--- config.mk ---
export PLATFORM = sky130hd
export DESIGN_NAME = tx_interface
export DESIGN_NICKNAME = d
export VERILOG_FILES = /design/src/rtl/tx_interface_pkg.sv /design/src/rtl/bin2bcd_seq.sv /design/src/rtl/tx_interface.sv
export SDC_FILE = /design/constraint.sdc
export NUM_CORES = 1
export LEC_CHECK = 0
export BUFFER_PORTS_ARGS = -buffer_cell sky130_fd_sc_hd__buf_2
export CAP_MARGIN = 20
export CORE_UTILIZATION = 30
export DETAILED_ROUTE_END_ITERATION = 12
export PLACE_DENSITY = 0.57
export REMOVE_ABC_BUFFERS = 1
export SLEW_MARGIN = 20
export SYNTH_ARGS = -nofsm -noshare
export SYNTH_HDL_FRONTEND = slang
export SYNTH_SLANG_ARGS = --single-unit
--- constraint.sdc ---
create_clock -name clk -period 1.9 [get_ports clk]
set_input_delay 0.285 -clock clk [delete_from_list [all_inputs] [get_ports clk]]
set_output_delay 0.285 -clock clk [all_outputs]
set_load 0.03 [all_outputs]
--- src/rtl/tx_interface_pkg.sv ---
// Shared constants, state encoding and helpers for the calculator output stage.
package tx_interface_pkg;

   localparam logic [7:0] ASCII_0     = 8'd48;
   localparam logic [7:0] ASCII_PLUS  = 8'd43;
   localparam logic [7:0] ASCII_MINUS = 8'd45;
   localparam logic [7:0] ASCII_LF    = 8'd10;

   typedef enum logic [2:0] {
      StIdle,
      StConv,
      StSendSign,
      StSendDig,
      StSendTerm,
      StAck,
      StWaitLow
   } tx_state_e;

   function automatic logic [7:0] ascii_digit(input logic [3:0] d);
      return ASCII_0 + {4'd0, d};
   endfunction

endpackage

--- src/rtl/bin2bcd_seq.sv ---
// Iterative double-dabble: one add-3/shift step per cycle, DBIT cycles after start.
module bin2bcd_seq
   import tx_interface_pkg::*;
#(
   parameter int unsigned DBIT = 8,
   parameter int unsigned NDIG = 3
) (
   input  logic              clk,
   input  logic              reset,
   input  logic              start,
   input  logic [DBIT-1:0]   bin,
   output logic [4*NDIG-1:0] bcd,
   output logic              done
);

   localparam int unsigned CW = $clog2(DBIT + 1);

   logic [DBIT-1:0]   bin_q, bin_d;
   logic [4*NDIG-1:0] bcd_q, bcd_d;
   logic [4*NDIG-1:0] adj;
   logic [CW-1:0]     cnt_q, cnt_d;

   always_comb begin
      adj = bcd_q;
      for (int n = 0; n < int'(NDIG); n++) begin
         if (adj[4*n +: 4] >= 4'd5) begin
            adj[4*n +: 4] = adj[4*n +: 4] + 4'd3;
         end
      end
   end

   always_comb begin
      bin_d = bin_q;
      bcd_d = bcd_q;
      cnt_d = cnt_q;
      if (start) begin
         bin_d = bin;
         bcd_d = '0;
         cnt_d = CW'(DBIT);
      end else if (cnt_q != '0) begin
         {bcd_d, bin_d} = {adj[4*NDIG-2:0], bin_q, 1'b0};
         cnt_d          = cnt_q - CW'(1);
      end
   end

   always_ff @(posedge clk or posedge reset) begin
      if (reset) begin
         bin_q <= '0;
         bcd_q <= '0;
         cnt_q <= '0;
      end else begin
         bin_q <= bin_d;
         bcd_q <= bcd_d;
         cnt_q <= cnt_d;
      end
   end

   assign bcd  = bcd_q;
   assign done = (cnt_q == '0);

endmodule

--- src/rtl/tx_interface.sv ---
// Calculator output stage: latches the ALU result, converts to decimal and streams
// sign / digits / terminator to uart_tx one handshake at a time.
module tx_interface
   import tx_interface_pkg::*;
#(
   parameter int unsigned DBIT       = 8,
   parameter int unsigned NDIG       = 3,
   parameter bit          SIGNED_OUT = 1'b1,
   parameter logic [7:0]  TERM_CHAR  = ASCII_LF
) (
   input  logic            clk,
   input  logic            reset,
   input  logic            data_ready,
   input  logic [DBIT-1:0] result,
   input  logic            tx_done_tick,
   output logic            tx_start,
   output logic [7:0]      tx_data,
   output logic            rd,
   output logic            busy
);

   localparam int unsigned CntW = (NDIG > 1) ? $clog2(NDIG) : 1;
   localparam logic [CntW-1:0] LastDig = CntW'(NDIG - 1);

   tx_state_e         state_q, state_d;
   logic              neg_q, neg_d;
   logic [CntW-1:0]   dig_q, dig_d;
   logic              tx_start_q, tx_start_d;
   logic [7:0]        tx_data_q, tx_data_d;

   logic              conv_start;
   logic              conv_done;
   logic [DBIT-1:0]   mag;
   logic [4*NDIG-1:0] bcd;
   logic              tick_ok;

   function automatic logic [3:0] nibble_at(input logic [4*NDIG-1:0] v,
                                            input logic [CntW-1:0]   idx);
      logic [3:0] r;
      r = '0;
      for (int n = 0; n < int'(NDIG); n++) begin
         if (idx == CntW'(n)) r = v[4*n +: 4];
      end
      return r;
   endfunction

   // Most negative input wraps to itself, which read as unsigned is the right magnitude.
   assign mag = (SIGNED_OUT && result[DBIT-1]) ? (~result + DBIT'(1)) : result;

   bin2bcd_seq #(
      .DBIT(DBIT),
      .NDIG(NDIG)
   ) u_bin2bcd (
      .clk  (clk),
      .reset(reset),
      .start(conv_start),
      .bin  (mag),
      .bcd  (bcd),
      .done (conv_done)
   );

   // A tick coinciding with our own start pulse belongs to an earlier byte.
   assign tick_ok = tx_done_tick && !tx_start_q;

   always_comb begin
      state_d    = state_q;
      neg_d      = neg_q;
      dig_d      = dig_q;
      tx_start_d = 1'b0;
      tx_data_d  = tx_data_q;
      conv_start = 1'b0;
      unique case (state_q)
         StIdle: begin
            if (data_ready) begin
               neg_d      = SIGNED_OUT && result[DBIT-1];
               conv_start = 1'b1;
               state_d    = StConv;
            end
         end
         StConv: begin
            if (conv_done) begin
               tx_start_d = 1'b1;
               if (SIGNED_OUT) begin
                  state_d   = StSendSign;
                  tx_data_d = neg_q ? ASCII_MINUS : ASCII_PLUS;
               end else begin
                  state_d   = StSendDig;
                  dig_d     = LastDig;
                  tx_data_d = ascii_digit(nibble_at(bcd, LastDig));
               end
            end
         end
         StSendSign: begin
            if (tick_ok) begin
               state_d    = StSendDig;
               dig_d      = LastDig;
               tx_start_d = 1'b1;
               tx_data_d  = ascii_digit(nibble_at(bcd, LastDig));
            end
         end
         StSendDig: begin
            if (tick_ok) begin
               tx_start_d = 1'b1;
               if (dig_q == '0) begin
                  state_d   = StSendTerm;
                  tx_data_d = TERM_CHAR;
               end else begin
                  dig_d     = dig_q - CntW'(1);
                  tx_data_d = ascii_digit(nibble_at(bcd, dig_q - CntW'(1)));
               end
            end
         end
         StSendTerm: begin
            if (tick_ok) state_d = StAck;
         end
         StAck: begin
            state_d = StWaitLow;
         end
         StWaitLow: begin
            if (!data_ready) state_d = StIdle;
         end
         default: begin
            state_d = StIdle;
         end
      endcase
   end

   always_ff @(posedge clk or posedge reset) begin
      if (reset) begin
         state_q    <= StIdle;
         neg_q      <= 1'b0;
         dig_q      <= '0;
         tx_start_q <= 1'b0;
         tx_data_q  <= '0;
      end else begin
         state_q    <= state_d;
         neg_q      <= neg_d;
         dig_q      <= dig_d;
         tx_start_q <= tx_start_d;
         tx_data_q  <= tx_data_d;
      end
   end

   assign tx_start = tx_start_q;
   assign tx_data  = tx_data_q;
   assign rd       = (state_q == StAck);
   assign busy     = (state_q != StIdle);

endmodule

==> impl_metrics.json <==
{
  "outcome": "finished, final reports clean",
  "setup_viol": 0,
  "final_area_um2": 2630,
  "remaining_drc_errors": 0,
  "grt_max_degree": 38,
  "grt.total_usage_pct": 12.3,
  "antenna_found_initial": 0,
  "endpoint_kind": "output pin",
  "io_buffers": 20,
  "synth_enable_flop_cells": 0,
  "via_per_inst": 4.77,
  "netlist-cell-type-count": 46,
  "path_buf_inv": 2,
  "power.leakage_nw": 1.16,
  "r2r_end": "u_bin2bcd.bin_q[4]",
  "fp.coreArea_um2": 7330,
  "htree_levels": 2,
  "syn_area_um2": 2290,
  "start_util_pct": 31.3,
  "cts_tree": "built",
  "nets": 297,
  "synth.top_cells.by_area": "dfrtp_1 (40%), ha_1 (7.1%), a21oi_1 (4.4%)",
  "firstDrtPassIters": 4,
  "clkTransAtPathRegs_ps": 70,
  "avgSynthCellArea_um2": 9.32,
  "io_pins": 23,
  "drive_gt1_share_pct": 17.3,
  "synth_ff_type": "dfrtp_1",
  "syn2layout_area_growth_pct": 14.7,
  "place_area_um2": 2540,
  "async_flop_share_pct": 100,
  "grt_pass1_vias": 1631,
  "antenna_left": 0,
  "reg2regPathDepth": 7,
  "final.setup.tns_ps": 0,
  "power_density_nw_per_um2": 1690,
  "die_w_um": 89.4,
  "cp_data_arrival_time_ps": 1480,
  "ys_top_cells_by_count": "dfrtp_1 (37), nand2_1 (21), a21oi_1 (20)",
  "seq_area_frac_synth_pct": 40.4,
  "min_period_ps": 1760,
  "first_iter_violations": 52,
  "fp-row-count": 31,
  "die_h_um": 89.4,
  "pre_cts_ws_ps": 112,
  "crit_type": "reg2out",
  "grt_pass1_wl_mm": 7.56,
  "cap_violations": 0,
  "routed_wl_mm": 4.61,
  "finClkSkew_ps": 5.81,
  "crit_family": "flip-flops",
  "fin_crit_sh_pct": 92.7,
  "critical_path.max_fanout": 9,
  "worst_slack_ps": 138,
  "max_clock_freq_mhz": 568,
  "crit_chain": "buf_4 > or3_1 > buf_2",
  "syn_inst": 246,
  "slowest_stage": "dfrtp_1",
  "ff2ff_setup_slack_ps": 170,
  "hold_class": "in2async",
  "cts.path.max_buffers": 2,
  "slew_viol_final": 0,
  "die_area_um2": 7990,
  "wl_per_cell_um": 12.4,
  "peakVddDrop_mv": 0.393,
  "yosys.area.top_type": "dfrtp_1",
  "via_count": 1769,
  "antenna_cells": 0,
  "cp-start-kind": "flop",
  "synth_seq_cells": 37,
  "dp_hpwl_mm": 3.38,
  "crit_required_ps": 1620,
  "finalPower_mw": 4.45,
  "clkSinkCount": 37,
  "synth_most_common_cell": "dfrtp_1",
  "synth_top_area_share_pct": 40.4,
  "yosys_warnings": 0,
  "grt-ovfl-total": 0,
  "cts_buffers": 5,
  "rsz0062_at_grt": "false",
  "routabilityCongestion": 0.781,
  "hold_viol_final": 0,
  "crit-reg2reg-launch": "u_bin2bcd.cnt_q[0]",
  "worst_path_largest_cell_delay_ps": 500,
  "clk_latency_ps": 290,
  "cts-root-buf": "clkbuf_8"
}
==> layer usage <==
metal  routed length [um]  up-vias  share of wire [%]  track usage, %
li1                     -      908                  -               -
met1                 2490      838                 54            17.4
met2                 1990       20                 43            18.9
met3                  118        3                2.6            3.32
met4                   10        0               0.22            2.60
met5                    0        -                  0               0
==> tightest hold or removal path, delay by kind of cell <==
kind,cells,cell delay (ps)
buf+inv,3,540
==> where the power goes <==
part           total (mW)  internal (mW)  switching [mW]
registers            1.56           1.17           0.385
logic                2.33           1.08            1.25
clock network       0.562          0.288           0.274
==> cell type report <==
cell class	instances	area [um2]
fill	756	4700
multi-input combinational	181	1240
sequential	37	926
timing repair buffer	32	194
tap	99	124
clock buffer	7	86.3
inverter	15	56.3
==> cell usage in the layout (no fill, tap or decap), types with 3 or more instances in the layout <==
| master | synthesis | final |
|---|---|---|
| a211oi_1 | 7 | 7 |
| buf_4 | 2 | 11 |
| inv_1 | 15 | 15 |
| ha_1 | 13 | 13 |
| nor2b_1 | 5 | 5 |
| nand2b_1 | 11 | 11 |
| o21ai_0 | 15 | 15 |
| nand2_1 | 21 | 21 |
| nor2_1 | 12 | 12 |
| dfrtp_1 | 37 | 37 |
| clkbuf_8 | 0 | 6 |
| a21o_1 | 3 | 3 |
| xor2_1 | 3 | 3 |
| buf_2 | 8 | 20 |
| mux2i_1 | 6 | 6 |
| o22ai_1 | 6 | 6 |
| mux2_2 | 4 | 4 |
| a21oi_1 | 20 | 20 |
| nor3_1 | 5 | 5 |
| nand3b_1 | 3 | 3 |
| nand3_1 | 4 | 4 |
| or3_1 | 4 | 4 |
| a31oi_1 | 3 | 3 |
| xnor2_1 | 8 | 8 |
==> worst max path at each step <==
stage,cells past startpoint,to,slack (ps),from
after floorplan,6,tx_data[1],-230,u_bin2bcd.cnt_q[0]
after global placement,7,u_bin2bcd.bin_q[4],170,u_bin2bcd.cnt_q[0]
after detailed placement,7,u_bin2bcd.bin_q[4],110,u_bin2bcd.cnt_q[0]
after CTS,7,u_bin2bcd.bin_q[4],120,u_bin2bcd.cnt_q[0]
after global routing,7,u_bin2bcd.bin_q[4],30,u_bin2bcd.cnt_q[0]
final,3,busy,140,state_q[2]
==> state kept, by name, summed over array words and instances (netlist names) <==
| signal | cells |
|---|---|
| dig_q | 2 |
| neg_q | 1 |
| state_q | 3 |
| tx_data | 6 |
| tx_start | 1 |
| u_bin2bcd.bcd | 12 |
| u_bin2bcd.bin_q | 8 |
| u_bin2bcd.cnt_q | 4 |
==> logic make-up after synthesis <==
family | after synthesis | share of synthesized area, %
simple gates | 77 | 19.2
compound gates | 67 | 18.4
flops | 37 | 40.4
buf+inv | 29 | 5.51
fa+ha+maj | 13 | 7.10
xor+xnor | 11 | 4.20
mux | 11 | 5.08
other cells | 1 | 0.164
==> metrics by stage <==
| step | hold slack (ps) | util (%) | instances |
|---|---|---|---|
| 5_1_grt | 151 | 35.9 | 371 |
| 6_report | 101 | 35.9 | 371 |
| 2_1_floorplan | 402 | - | 233 |
| 3_3_place_gp | 428 | 34.6 | 364 |
| 3_5_place_dp | 430 | 34.6 | 364 |
| 4_1_cts | 120 | 35.8 | 371 |
==> timing repair <==
item	in CTS	in global routing
buffers inserted	0	0
hold buffers	0	0
resized for setup	0	1
endpoints found under the setup margin	0	1
Note: power is estimated with default switching activity, not from simulation.
